==> src/rtl/mc_ctrl.sv <==
// Multicycle MIPS-subset control FSM: FETCH/DECODE/EXEC/MEM/WB sequencing and datapath strobes.
// Latency: 2 (j/jal), 3 (beq/jr), 4 (R/ori/lui/sw), 5 (lw) cycles plus one per mem_ready=0 cycle.
// Backpressure: FETCH and MEM hold while mem_ready=0; all strobes are combinational from state+inputs.
//
// Ports:
//   clk, reset              - single clock, asynchronous active-high reset
//   opcode, funct, zero     - IR[31:26], IR[5:0], ALU equality flag
//   mem_ready               - memory transaction completes this cycle
//   pc_we/pc_src, ir_we     - PC and IR update controls
//   mem_req/mem_we/iord     - memory request, write, address select (0 PC, 1 ALU)
//   rf_we/reg_dst/wd_sel    - register file write controls
//   alu_src/ext_op/alu_op   - ALU operand and operation selects
//   state, retired, illegal - FSM state code, retired-instruction count, illegal-decode pulse

module mc_ctrl (
  input  logic        clk,
  input  logic        reset,
  input  logic [5:0]  opcode,
  input  logic [5:0]  funct,
  input  logic        zero,
  input  logic        mem_ready,
  output logic        pc_we,
  output logic [1:0]  pc_src,
  output logic        ir_we,
  output logic        mem_req,
  output logic        mem_we,
  output logic        iord,
  output logic        rf_we,
  output logic [1:0]  reg_dst,
  output logic [1:0]  wd_sel,
  output logic        alu_src,
  output logic [1:0]  ext_op,
  output logic [2:0]  alu_op,
  output logic [2:0]  state,
  output logic [31:0] retired,
  output logic        illegal
);

  typedef enum logic [2:0] {
    FETCH  = 3'd0,
    DECODE = 3'd1,
    EXEC   = 3'd2,
    MEM    = 3'd3,
    WB     = 3'd4
  } state_t;

  state_t cur, nxt;
  logic   retire;

  // instruction decode
  logic is_r, i_addu, i_subu, i_jr, i_ori, i_lw, i_sw, i_beq, i_lui, i_j, i_jal, legal;

  always_comb begin
    is_r   = (opcode == 6'b000000);
    i_addu = is_r && (funct == 6'b100001);
    i_subu = is_r && (funct == 6'b100011);
    i_jr   = is_r && (funct == 6'b001000);
    i_ori  = (opcode == 6'b001101);
    i_lw   = (opcode == 6'b100011);
    i_sw   = (opcode == 6'b101011);
    i_beq  = (opcode == 6'b000100);
    i_lui  = (opcode == 6'b001111);
    i_j    = (opcode == 6'b000010);
    i_jal  = (opcode == 6'b000011);
    legal  = i_addu | i_subu | i_jr | i_ori | i_lw | i_sw | i_beq | i_lui | i_j | i_jal;
  end

  always_comb begin
    nxt     = cur;
    retire  = 1'b0;
    pc_we   = 1'b0;
    pc_src  = 2'd0;
    ir_we   = 1'b0;
    mem_req = 1'b0;
    mem_we  = 1'b0;
    iord    = 1'b0;
    rf_we   = 1'b0;
    reg_dst = 2'd0;
    wd_sel  = 2'd0;
    alu_src = 1'b0;
    ext_op  = 2'd0;
    alu_op  = 3'd0;
    illegal = 1'b0;

    case (cur)
      FETCH: begin
        mem_req = 1'b1;
        if (mem_ready) begin
          ir_we = 1'b1;
          pc_we = 1'b1;
          nxt   = DECODE;
        end
      end

      DECODE: begin
        if (i_j || i_jal) begin
          pc_we  = 1'b1;
          pc_src = 2'd2;
          retire = 1'b1;
          nxt    = FETCH;
          if (i_jal) begin
            // PC was already advanced in FETCH, so the link value is PC itself
            rf_we   = 1'b1;
            reg_dst = 2'd2;
            wd_sel  = 2'd2;
          end
        end else if (!legal) begin
          illegal = 1'b1;
          nxt     = FETCH;
        end else begin
          nxt = EXEC;
        end
      end

      EXEC: begin
        nxt = FETCH;
        if (i_addu) begin
          nxt = WB;
        end else if (i_subu) begin
          alu_op = 3'd1;
          nxt    = WB;
        end else if (i_ori) begin
          alu_op  = 3'd2;
          alu_src = 1'b1;
          nxt     = WB;
        end else if (i_lui) begin
          alu_op  = 3'd2;
          alu_src = 1'b1;
          ext_op  = 2'd2;
          nxt     = WB;
        end else if (i_lw || i_sw) begin
          alu_src = 1'b1;
          ext_op  = 2'd1;
          nxt     = MEM;
        end else if (i_beq) begin
          alu_op = 3'd1;
          ext_op = 2'd1;
          pc_src = 2'd1;
          pc_we  = zero;
          retire = 1'b1;
        end else if (i_jr) begin
          pc_we  = 1'b1;
          pc_src = 2'd3;
          retire = 1'b1;
        end
      end

      MEM: begin
        // address operands held so the ALU result stays valid across stalls
        mem_req = 1'b1;
        iord    = 1'b1;
        alu_src = 1'b1;
        ext_op  = 2'd1;
        mem_we  = i_sw;
        if (mem_ready) begin
          if (i_sw) begin
            retire = 1'b1;
            nxt    = FETCH;
          end else if (i_lw) begin
            nxt = WB;
          end else begin
            nxt = FETCH;
          end
        end
      end

      WB: begin
        rf_we   = 1'b1;
        reg_dst = is_r ? 2'd1 : 2'd0;
        wd_sel  = i_lw ? 2'd1 : 2'd0;
        retire  = 1'b1;
        nxt     = FETCH;
      end

      default: begin
        nxt = FETCH;
      end
    endcase

    // reset must silence write/request strobes immediately, not at the next edge
    if (reset) begin
      pc_we   = 1'b0;
      ir_we   = 1'b0;
      mem_req = 1'b0;
      mem_we  = 1'b0;
      rf_we   = 1'b0;
      illegal = 1'b0;
      retire  = 1'b0;
    end
  end

  always_ff @(posedge clk or posedge reset) begin
    if (reset) begin
      cur     <= FETCH;
      retired <= 32'd0;
    end else begin
      cur <= nxt;
      if (retire) retired <= retired + 32'd1;
    end
  end

  assign state = cur;

endmodule
==> config.mk <==
export PLATFORM = sky130hd
export DESIGN_NAME = mc_ctrl
export DESIGN_NICKNAME = d
export VERILOG_FILES = /design/src/rtl/mc_ctrl.sv
export SDC_FILE = /design/constraint.sdc
export NUM_CORES = 1
export LEC_CHECK = 0
export BUFFER_PORTS_ARGS = -buffer_cell sky130_fd_sc_hd__buf_2
export CORE_UTILIZATION = 45
export CTS_BUF_LIST = sky130_fd_sc_hd__clkbuf_4
export DETAILED_ROUTE_END_ITERATION = 16
export GPL_TIMING_DRIVEN = 0
export PLACE_DENSITY = 0.74
export RECOVER_POWER = 25
export SLEW_MARGIN = 20
export SYNTH_ARGS = -nofsm -noshare
export SYNTH_HDL_FRONTEND = slang
export SYNTH_SLANG_ARGS = --single-unit
==> constraint.sdc <==
create_clock -name clk -period 3.1 [get_ports clk]
set_clock_uncertainty 0.15 [all_clocks]
set_input_delay 0.155 -clock clk [delete_from_list [all_inputs] [get_ports clk]]
set_output_delay 0.155 -clock clk [all_outputs]
set_load 0.05 [all_outputs]
==> flow_metrics.tcl <==
set metrics [dict create \
    cts_root_buffer "sky130_fd_sc_hd__clkbuf_4" \
    rsz0062_at_grt "no" \
    synth_flop_cell "sky130_fd_sc_hd__dfrtp_1" \
    antenna_found_initial 0 \
    port-buffer-count 68 \
    post-synth-top-area-fraction_pct 41.9 \
    rows 24 \
    drt_first_pass_iters 4 \
    remaining_drc_errors 0 \
    postRouteWirelength_mm 4.91 \
    status "finished clean" \
    start_util_pct 47.4 \
    tritoncts "yes" \
    hold_class "primary input to flop" \
    setup_tns_ns 0 \
    antenna_left 0 \
    timing.max_slew.rel_slack_pct 51.1 \
    floorplan.die.width_um 70.2 \
    clock_tree.htree_level_count 2 \
    vias_per_cell 5.41 \
    final_net_count 319 \
    category_of_the_critical_setup_timing_path "flop to flop" \
    tritoncts.num_buffers 5 \
    cp_slowest_stage_delay_ns 0.50 \
    dieHeight_um 70.2 \
    track_usage_pct 21.6 \
    core_um2 4410 \
    hold_viol_final 0 \
    seq_area_frac_synth_pct 41.9 \
    final_period_minus_worst_setup_slack_ns 2.88 \
    cp.buffers_inverters 2 \
    setup.reg_to_reg.worst_slack_ns 0.22 \
    synthesis.area_um2 2090 \
    clock_insertion_delay_worst_skew_ns 0.34 \
    vias 1921 \
    worst-endpoint-arrival_ns 3.00 \
    period_share_pct 93.0 \
    setup_viol 0 \
    critPathTopFamily "simple AND/OR/NAND/NOR gates" \
    synthesis.nets 243 \
    critPathCaptureType "flop" \
    layout-drive-gt1-share_pct 29.4 \
    timing_worst_slew_pin_value_ns 0.733 \
    fmax_ghz 0.347 \
    worst_path_most_repeated_cell "sky130_fd_sc_hd__clkbuf_1" \
    clkSinkCount 35 \
    post_synth_main_area_contributors "sky130_fd_sc_hd__dfrtp_1, sky130_fd_sc_hd__xor2_1, sky130_fd_sc_hd__xnor2_1" \
    final_cell_mix "sky130_fd_sc_hd__buf_2, sky130_fd_sc_hd__dfrtp_1, sky130_fd_sc_hd__xor2_1" \
    crit_path_top_delay_cell "sky130_fd_sc_hd__or3b_2" \
    num_antenna_cells 0 \
    path_clk_slew_ns 0.11 \
    crit_path_max_fanout 9 \
    layout.cells.non_filler 355 \
    io_pins 70 \
    dp_cells 346 \
    power.leakage_nw 1.34 \
    crit_path_cell_trace "clkbuf_1 -> or3b_2 -> clkbuf_1 -> a21oi_4 -> and4_1 -> nand4_2 -> nor3_1 -> xor2_1" \
    initial_drc_count 114 \
    worst_ir_drop_vdd_v 0.000220 \
    post_synthesis_cell_type_count 43 \
    worst_ep_required_time_ns 3.22 \
    ys_ff_latch 35 \
    gr-total-overflow 0 \
    pin_count_of_the_biggest_net_entering_global_routing 37 \
    clk_path_buf_depth 2 \
    max_cap_viol_count 0 \
    slew_limit_fails 0 \
    area_growth_syn_to_layout_pct 23.0 \
    finalWeightedCongestion 0.799 \
    syn-instance-count 226 \
    cp-start-kind "flop" \
    synthDominantAreaCellType "sky130_fd_sc_hd__dfrtp_1" \
    hpwl_mm 3.64 \
    synth_enable_flop_cells 0 \
    syn_avg_cell_area_um2 9.25 \
    synth_async_sr_flop_share_pct 100 \
    layout_commonest_cell "sky130_fd_sc_hd__buf_2" \
    wl_per_cell_um 13.8 \
    cellPowerDensity_nw_per_um2 336 \
    design.die.area_um2 4920 \
    number_of_global_route_vias_before_repair 1853 \
    ys.warnings.count 0 \
    grt_first_pass_wirelength_mm 8.45 \
]
per-stage QoR:
step	total power [mW]	cell area [µm²]	setup slack, ns	utilization (%)	hold WS, ns
finish	0.863	2570	0.218	58.3	0.142
global route	0.909	2570	0.0644	58.3	0.137
global placement	0.619	2500	0.257	56.7	0.306
CTS	0.875	2580	0.160	58.4	0.124
detailed placement	0.620	2500	0.196	56.7	0.267
floorplan	0.579	2100	-0.203	-	0.109
power by group:
part           internal [mW]  switching (mW)  leakage, nW  total [mW]
Combinational         0.0408           0.100        0.828       0.141
Sequential             0.463         0.00867        0.485       0.471
Clock                 0.0963           0.155       0.0317       0.251
Total                  0.600           0.264         1.34       0.863
logic make-up (layout without fill, tap and decap cells):
kind of cell / after synthesis / count (layout) / share of synthesized area, %
buffers and inverters: 17 / 94 / 4.25
xor gates and xnor gates: 32 / 32 / 13.4
muxes: 2 / 2 / 1.02
DFF: 35 / 35 / 41.9
and+or+nand+nor: 119 / 119 / 32.6
AOI/OAI and AO/OA: 19 / 19 / 6.10
adders and majority gates: 1 / 1 / 0.598
other: 1 / 1 / 0.179
metal layers:
metal	up-vias	part of all wire [%]	global-route usage, %
met5	-	0	0
met4	0	1.3	6.89
met3	4	4.1	4.62
met2	49	48	36.3
met1	904	46	27.6
li1	964	-	-
registers in the layout (all words and copies together), names as in the netlist:
name	flops
retired	32
state	3
worst register-to-register path, cell delays in order (launching register included):
cell	delay (ns)
sky130_fd_sc_hd__dfrtp_1	0.41
sky130_fd_sc_hd__clkbuf_1	0.22
sky130_fd_sc_hd__or3b_2	0.50
sky130_fd_sc_hd__clkbuf_1	0.19
sky130_fd_sc_hd__a21oi_4	0.26
sky130_fd_sc_hd__and4_1	0.32
sky130_fd_sc_hd__nand4_2	0.27
sky130_fd_sc_hd__nor3_1	0.32
sky130_fd_sc_hd__xor2_1	0.17
final timing paths:
check,to,start,cells past startpoint
min in group asynchronous,state[2],reset,3
hold / removal,state[1],opcode[4],4
max in group asynchronous,retired[7],reset,3
setup / recovery,retired[24],state[0],8
hold reg to reg,retired[31],retired[31],1
setup reg to reg,retired[24],state[0],8
what timing repair did:
action                     CTS  global route
hold endpoints to repair    36             0
hold buffers                 2             0
setup endpoints to repair    0             5
buffers inserted             0             0
resized for setup            0             0
cell usage after synthesis, types with 4 or more instances:
library cell and number:
sky130_fd_sc_hd__nand3_1 16, sky130_fd_sc_hd__clkbuf_1 7, sky130_fd_sc_hd__nand2_1 16, sky130_fd_sc_hd__xor2_1 17, sky130_fd_sc_hd__dfrtp_1 35, sky130_fd_sc_hd__nor4_1 8, sky130_fd_sc_hd__and3_1 9, sky130_fd_sc_hd__nand4_1 11
sky130_fd_sc_hd__inv_1 4, sky130_fd_sc_hd__xnor2_1 15, sky130_fd_sc_hd__nor3_1 16, sky130_fd_sc_hd__nor2_1 16, sky130_fd_sc_hd__a21oi_1 8
area by class of cell:
cell class | count | area [µm²]
inverter | 4 | 15.0
fill | 405 | 1840
multi-input combinational | 174 | 1130
buffer | 12 | 70.1
sequential | 35 | 876
timing repair buffer | 70 | 357
tap | 52 | 65.1
clock inverter | 2 | 12.5
clock buffer | 6 | 45.0
(Power assumes the default switching activity.)
